<file path="config.mk">
export PLATFORM = sky130hd
export DESIGN_NAME = dec_stream_flat
export DESIGN_NICKNAME = d
export VERILOG_FILES = /design/src/rtl/dec_stream_if.sv /design/src/rtl/dec_stream.sv /design/src/flat_wrapper.sv
export SDC_FILE = /design/constraint.sdc
export NUM_CORES = 1
export LEC_CHECK = 0
export BUFFER_PORTS_ARGS = -buffer_cell sky130_fd_sc_hd__buf_2
export CAP_MARGIN = 20
export CORE_ASPECT_RATIO = 1.2
export CORE_MARGIN = 3
export CORE_UTILIZATION = 30
export CTS_BUF_LIST = sky130_fd_sc_hd__clkbuf_16
export DETAILED_ROUTE_END_ITERATION = 7
export SLEW_MARGIN = 5
export SYNTH_ARGS = -nofsm -noshare
export SYNTH_HDL_FRONTEND = slang
export SYNTH_SLANG_ARGS = --single-unit
</file>
<file path="constraint.sdc">
create_clock -name clk -period 1.6 [get_ports clk]
set_clock_uncertainty 0.1 [all_clocks]
set_input_delay 0.32 -clock clk [delete_from_list [all_inputs] [get_ports clk]]
set_output_delay 0.32 -clock clk [all_outputs]
set_load 0.02 [all_outputs]
</file>
<file path="src/rtl/dec_stream_if.sv">
// Stream bundle for dec_stream: encoded words in, decoded words plus per-lane
// error flags out, each side with its own valid/ready handshake.
interface dec_stream_if #(
  parameter int N = 8
);
  logic [N-1:0]   in_data;
  logic           in_valid;
  logic           in_ready;
  logic [N-1:0]   out_data;
  logic [N/2-1:0] out_err;
  logic           out_valid;
  logic           out_ready;

  modport master (
    output in_data, in_valid, out_ready,
    input  in_ready, out_data, out_err, out_valid
  );

  modport slave (
    input  in_data, in_valid, out_ready,
    output in_ready, out_data, out_err, out_valid
  );
endinterface

</file>
<file path="src/rtl/dec_stream.sv">
// Streaming 2-bit-per-symbol decoder with a two-entry skid buffer, per-lane
// illegal-symbol flags and a saturating errored-word counter.
module dec_stream #(
  parameter int N  = 8,
  parameter int CW = 8
) (
  input  logic          clk,
  input  logic          rst,
  dec_stream_if.slave   bus,
  input  logic          err_clr,
  output logic [CW-1:0] err_cnt,
  output logic          err_sticky
);
  localparam int L = N / 2;

  logic [N-1:0] dec_data;
  logic [L-1:0] dec_err;
  logic [N-1:0] m_data, s_data;
  logic [L-1:0] m_err, s_err;
  logic         m_valid, s_valid, ready_q;
  logic         accept, drain, s_valid_next, err_word;

  // Only the code 11 is illegal; it passes through as 11 with its lane flagged.
  always_comb begin
    dec_data = '0;
    dec_err  = '0;
    for (int k = 0; k < L; k++) begin
      case (bus.in_data[2*k +: 2])
        2'b10:   dec_data[2*k +: 2] = 2'b00;
        2'b01:   dec_data[2*k +: 2] = 2'b01;
        2'b00:   dec_data[2*k +: 2] = 2'b10;
        default: begin
          dec_data[2*k +: 2] = 2'b11;
          dec_err[k]         = 1'b1;
        end
      endcase
    end
  end

  assign accept   = bus.in_valid && ready_q;
  assign drain    = m_valid && bus.out_ready;
  assign err_word = accept && (dec_err != '0);

  // A word lands in S only while M is stalled; S empties whenever M drains.
  assign s_valid_next = s_valid ? !drain : (accept && m_valid && !drain);

  always_ff @(posedge clk or posedge rst) begin
    if (rst) begin
      m_valid <= 1'b0;
      s_valid <= 1'b0;
      ready_q <= 1'b1;
      m_data  <= '0;
      m_err   <= '0;
      s_data  <= '0;
      s_err   <= '0;
    end else begin
      if (drain) begin
        if (s_valid) begin
          m_data <= s_data;
          m_err  <= s_err;
        end else if (accept) begin
          m_data <= dec_data;
          m_err  <= dec_err;
        end else begin
          m_valid <= 1'b0;
        end
      end else if (!m_valid) begin
        if (accept) begin
          m_valid <= 1'b1;
          m_data  <= dec_data;
          m_err   <= dec_err;
        end
      end else if (accept) begin
        s_data <= dec_data;
        s_err  <= dec_err;
      end
      s_valid <= s_valid_next;
      ready_q <= !s_valid_next;
    end
  end

  // Clear takes effect before a same-cycle increment, so clear+error yields 1.
  always_ff @(posedge clk or posedge rst) begin
    if (rst) begin
      err_cnt    <= '0;
      err_sticky <= 1'b0;
    end else if (err_clr) begin
      err_cnt    <= err_word ? {{(CW-1){1'b0}}, 1'b1} : '0;
      err_sticky <= err_word;
    end else if (err_word) begin
      err_sticky <= 1'b1;
      if (err_cnt != {CW{1'b1}})
        err_cnt <= err_cnt + 1'b1;
    end
  end

  assign bus.in_ready  = ready_q;
  assign bus.out_valid = m_valid;
  assign bus.out_data  = m_data;
  assign bus.out_err   = m_err;
endmodule
</file>
<file path="src/flat_wrapper.sv">
// flat-port wrapper written by rule: the top's interface ports become plain ports
module dec_stream_flat 
#(
  parameter int N  = 8,
  parameter int CW = 8
)
  (clk, rst, err_clr, err_cnt, err_sticky, bus_in_data, bus_in_valid, bus_out_ready, bus_in_ready, bus_out_data, bus_out_err, bus_out_valid);
  dec_stream_if #(.N(N)) bus_i ();
  input  logic clk;
  input  logic rst;
  input  logic err_clr;
  output logic [CW-1:0] err_cnt;
  output logic err_sticky;
  input wire logic [$bits(bus_i.in_data)-1:0] bus_in_data;
  input wire logic [$bits(bus_i.in_valid)-1:0] bus_in_valid;
  input wire logic [$bits(bus_i.out_ready)-1:0] bus_out_ready;
  output wire logic [$bits(bus_i.in_ready)-1:0] bus_in_ready;
  output wire logic [$bits(bus_i.out_data)-1:0] bus_out_data;
  output wire logic [$bits(bus_i.out_err)-1:0] bus_out_err;
  output wire logic [$bits(bus_i.out_valid)-1:0] bus_out_valid;
  assign bus_i.in_data = bus_in_data;
  assign bus_i.in_valid = bus_in_valid;
  assign bus_i.out_ready = bus_out_ready;
  assign bus_in_ready = bus_i.in_ready;
  assign bus_out_data = bus_i.out_data;
  assign bus_out_err = bus_i.out_err;
  assign bus_out_valid = bus_i.out_valid;
  dec_stream #(.N(N), .CW(CW)) u_core (.clk(clk), .rst(rst), .bus(bus_i), .err_clr(err_clr), .err_cnt(err_cnt), .err_sticky(err_sticky));
endmodule
</file>
Yosys cells after proc, flatten, opt, wreduce, memory -nomap -nowiden
Index checks and enable logic that the tools add are counted.

Mux-type cells: 28. Eq/ne operators: 12. Add/sub/neg operators: 1. Reductions and logical operators: 21. Bitwise logic cells: 1.

Operator list (count): 8-bit 2-to-1 mux (7); 2-bit case mux with 3 select lines (4); 4-bit 2-to-1 mux (4); 1-bit 2-to-1 mux (13); 3-bit OR reduction (4); 8-bit by 1-bit adder with 8-bit output (second input constant) (1); 2-bit by 1-bit == test with 1-bit output (second input constant) (4); 2-bit == test (second input constant) (4); 2-bit logical NOT (4); 8-bit inequality test (second input constant) (1); 2-bit inequality test (second input constant) (3); 1-bit logical AND (5); 2-bit AND reduction (2); 2-bit nonzero test (2); 4-bit nonzero test (1); 3-bit AND reduction (1); 1-bit logical NOT (2); 1-bit inverter (1).

Register bits after elaboration: 36. Input port bits: 13.

Longest topological paths before layout
Depth after elaboration: 7. Gate-level depth with buffers: 6.

Least setup slack after synthesis
OpenSTA, ideal clock, no wires.

Kind: flip-flop to flip-flop. Start: register u_core.err_cnt[0]. End: register u_core.err_cnt[5]. Library setup time: 0.125 ns. Data required time: 1.375 ns. Path slack: -0.241 ns. Arrival time: 1.617 ns. Cell stages (with the launch flop): 7. Cells stage by stage: dfrtp_1 ha_1 nand2_1 nor3_1 buf_2 nor4_1 mux2_2.

Longest elaborated chain between the ends: 4.

Ends and longest elaborated chain: start: declaration (RTL line dec_stream.sv:11) `output logic [CW-1:0] err_cnt,`; start signal: assignment (RTL line dec_stream.sv:88) `err_cnt <= err_word ? {{(CW-1){1'b0}}, 1'b1} : '0;`; start signal: assignment (RTL line dec_stream.sv:93) `err_cnt <= err_cnt + 1'b1;`; 8-bit by 1-bit adder with 8-bit output (RTL line dec_stream.sv:93); 8-bit 2-to-1 mux (RTL line dec_stream.sv:92) `if (err_cnt != {CW{1'b1}})`; 8-bit 2-to-1 mux (RTL line dec_stream.sv:90) `end else if (err_word) begin`; 8-bit 2-to-1 mux (RTL line dec_stream.sv:87) `end else if (err_clr) begin`.

Parallel ways exist; a longest one is shown, timed or not. The select of a mux whose other input is x is not followed. A chain may end at the register's enable or synchronous reset.

Final worst setup path
Start: register u_core.ready_q (netlist: u_core.bus.in_ready). End: register u_core.err_cnt[5].

Longest elaborated chain between the ends: 4.

Ends and longest elaborated chain: start: declaration (RTL line dec_stream.sv:20) `logic m_valid, s_valid, ready_q;`; start signal: assignment (RTL line dec_stream.sv:78) `ready_q <= !s_valid_next;`; 1-bit logical AND (RTL line dec_stream.sv:40) `assign accept = bus.in_valid && ready_q;`; 1-bit logical AND (RTL line dec_stream.sv:42) `assign err_word = accept && (dec_err != '0);`; 2-bit nonzero test (no source line); 2-bit AND reduction (no source line).

No other way between the ends.

==> impl_metrics.csv <==
group,metric,value,unit
sta,setup_viol,0,
die,die_x,74.8,um
detailed_routing,dr.pass1.iters,4,
worst_setup_path,critical_path_class,"register to register",
cells_and_area,finish.instance_area,2410,um^2
worst_hold_path,hold_class,"input pin to register",
yosys,synth_area_leaders,"dfrtp_1, nand2_1, ha_1",
global_routing,use_met1,0.179,
yosys,syn-cell-area,1700,um^2
pwr,power.density,1610,nW/um^2
clock_tree,clock-sinks,36,
global_routing,grt_use_total,0.144,
clock_tree,ctsRootBufferMaster,"clkbuf_16",
worst_setup_path,cp.arrival,1.66,ns
cells_and_area,drive_gt1_frac,0.363,
detailed_routing,first_iter_violations,68,
clock_tree,cts_buffers,5,
die,die_area,6620,um^2
global_routing,grt_pass1_vias,1573,
detailed_routing,vias,1585,
pwr,power,3880,uW
placed_design,gp_congestion,0.820,
pwr,pwr-share-comb,0.371,
worst_setup_path,worstPathCellList,"nand2_2, or2_4, nor4_4, mux2_2",
pwr,vdd_drop_max,0.735,mV
yosys,syn_nets,206,
worst_setup_path,cp_max_fo,7,
cells_and_area,diodes,0,
yosys,synth_ff_type,"dfrtp_1",
die,ios,36,
clock_tree,post_cts_buffers,0,
sta,min_period_over_period,0.999,
detailed_routing,avgViaCountPerCell,5.06,
job,cap_violations,0,
pwr,power_frac_seq,0.382,
worst_setup_path,path_buf_inv,0,
yosys,synth_common_cells,"nand2_1, dfrtp_1, a21oi_1, nor2_1",
cells_and_area,nNetsFinal,272,
clock_tree,cts_max_level,2,
sta,fmax,625,MHz
yosys,yosysTopAreaCell,"dfrtp_1",
global_routing,grt_pass1_wl,7330,um
detailed_routing,route.detailed.drc,0,
clock_tree,clk_pin_slew,0.06,ns
worst_setup_path,slowest_stage,"dfstp_2",
yosys,syn-mean-instance-area,9.26,um^2
detailed_routing,avgRoutedWirePerCell,13.8,um
placed_design,post-dp-hpwl,3100,um
yosys,seq_area_frac_synth,0.529,
placed_design,post-place-ws,-0.238,ns
global_routing,grt_overflow,0,
yosys,synthCells,184,
die,rows,29,
placed_design,dpl_cell_area,2200,um^2
worst_setup_path,required,1.66,ns
yosys,synth.top_cell.area_share,0.514,
global_routing,use_met3,0.0330,
detailed_routing,wl,4320,um
clock_tree,tritoncts,"yes",
yosys,synth_enable_flop_cells,0,
cells_and_area,final_core_util,0.445,
worst_setup_path,cp-end-kind,"register",
yosys,ys_ff_latch,36,
worst_setup_path,slowest_delay,0.53,ns
pwr,switchingPower,1450,uW
yosys,synth_most_common_cell,"nand2_1",
yosys,synth-async-reset-ratio,1.00,
yosys,yosysWarnings,0,
clock_tree,clock_latency,0.28,ns
sta,fin_ws,0.000968,ns
cells_and_area,area_delta_synth_final,41.3,%
sta,hold_viol,0,
detailed_routing,ant_nets,0,
sta,maxSlewViolCount,0,
clock_tree,clockBufferDepth,2,
sta,tightest_slew,0.477,ns
pwr,p_sw_frac,0.374,
sta,max_slew_margin,0.682,
pwr,clkPwrFrac,0.247,
sta,rsz0062_at_grt,"true",
die,core-area,5410,um^2
placed_design,port_buffers,35,
global_routing,grt_busiest_layer,"met2",
sta,period_minus_slack,1.60,ns
global_routing,antenna_found_initial,0,
sta,fin_setup_tns,0,ns
worst_setup_path,cp-start-kind,"register",
pwr,p_leak,0.00119,uW
global_routing,grt_start_max_net_pins,17,
pwr,p_int,2430,uW
worst_setup_path,crit_family,"flip-flops",
global_routing,met2_usage,0.246,
die,start_util,0.315,
run_status,status,"complete, no violations",
yosys,synth_cell_types,29,
die,die_y,88.6,um
power by group through the flow:
stage	clock network (uW)	logic, uW	registers, uW
6_report	958	1440	1480
5_1_grt	1030	1640	1530
4_1_cts	994	1440	1480
3_5_place_dp	0	1430	1490
3_3_place_gp	0	1410	1490
2_1_floorplan	0	629	1730
layout make-up:
class | count | area [um^2]
Inverter | 9 | 33.8
Fill cell | 538 | 3000
Multi-Input combinational cell | 131 | 815
Tap cell | 62 | 77.6
Sequential cell | 36 | 905
Clock inverter | 3 | 21.3
Clock buffer | 5 | 125
Timing Repair Buffer | 67 | 430
timing repair:
item                                    4_1_cts  5_1_grt
hold endpoints to repair                      9        0
hold buffers                                  1        0
cloned                                        0        1
resized for setup                             2        6
pin swaps                                     0        0
endpoints found under the setup margin        2       20
cell families (layout without fill, tap and decap cells):
group | after synthesis | in the layout | share of synthesized area
compound gates | 45 | 45 | 0.158
fa+ha+maj | 9 | 9 | 0.0661
buf+inv | 18 | 84 | 0.0441
flops | 36 | 36 | 0.529
mux | 1 | 1 | 0.00661
simple gates | 75 | 76 | 0.196
layer usage:
layer | share of wire | routed length [um]
met2 | 0.51 | 2200
met5 | 0 | 0
met4 | 0.013 | 57
met3 | 0.038 | 163
met1 | 0.44 | 1890
layout by cell type, fill, tap and decap left out, drive strengths merged, types with 2 or more instances in the layout:
cell | synthesis | layout
a21oi | 18 | 18
buf | 4 | 66
clkbuf | 5 | 5
dfrtp | 35 | 35
ha | 9 | 9
inv | 9 | 10
nand2 | 36 | 36
nand3 | 6 | 6
nand4 | 2 | 2
nor2 | 17 | 17
nor4 | 3 | 3
o21ai | 8 | 8
o22ai | 8 | 8
o31ai | 4 | 4
o32ai | 4 | 4
or2 | 3 | 4
or3 | 2 | 2
or4 | 2 | 2
final timing paths:
path                                           to  depth (start not counted)  slack, ns           startpoint
max reg2reg                     u_core.err_cnt[5]                          4      0.001  u_core.bus.in_ready
max in group asynchronous  u_core.bus.out_data[2]                          4       0.37                  rst
min                             u_core.err_cnt[4]                          2       0.23              err_clr
min reg2reg                   u_core.bus.in_ready                          1       0.37       u_core.s_valid
min in group asynchronous       u_core.err_sticky                          3       0.50                  rst
max                             u_core.err_cnt[5]                          4      0.001  u_core.bus.in_ready
stage by stage:
stage	hold WS (ns)	std cells
floorplan	0.334	184
global placement	0.253	303
detailed placement	0.256	303
CTS	0.232	312
global route	0.249	313
finish	0.235	313
flip-flops by register name, summed over array words and instances, names as in the netlist:
signal / flops
u_core.bus.out_data: 8
u_core.s_data: 8
u_core.bus.out_err: 4
u_core.err_sticky: 1
u_core.bus.out_valid: 1
u_core.err_cnt: 8
u_core.s_valid: 1
u_core.bus.in_ready: 1
u_core.s_err: 4
(Power assumes the default switching activity.)
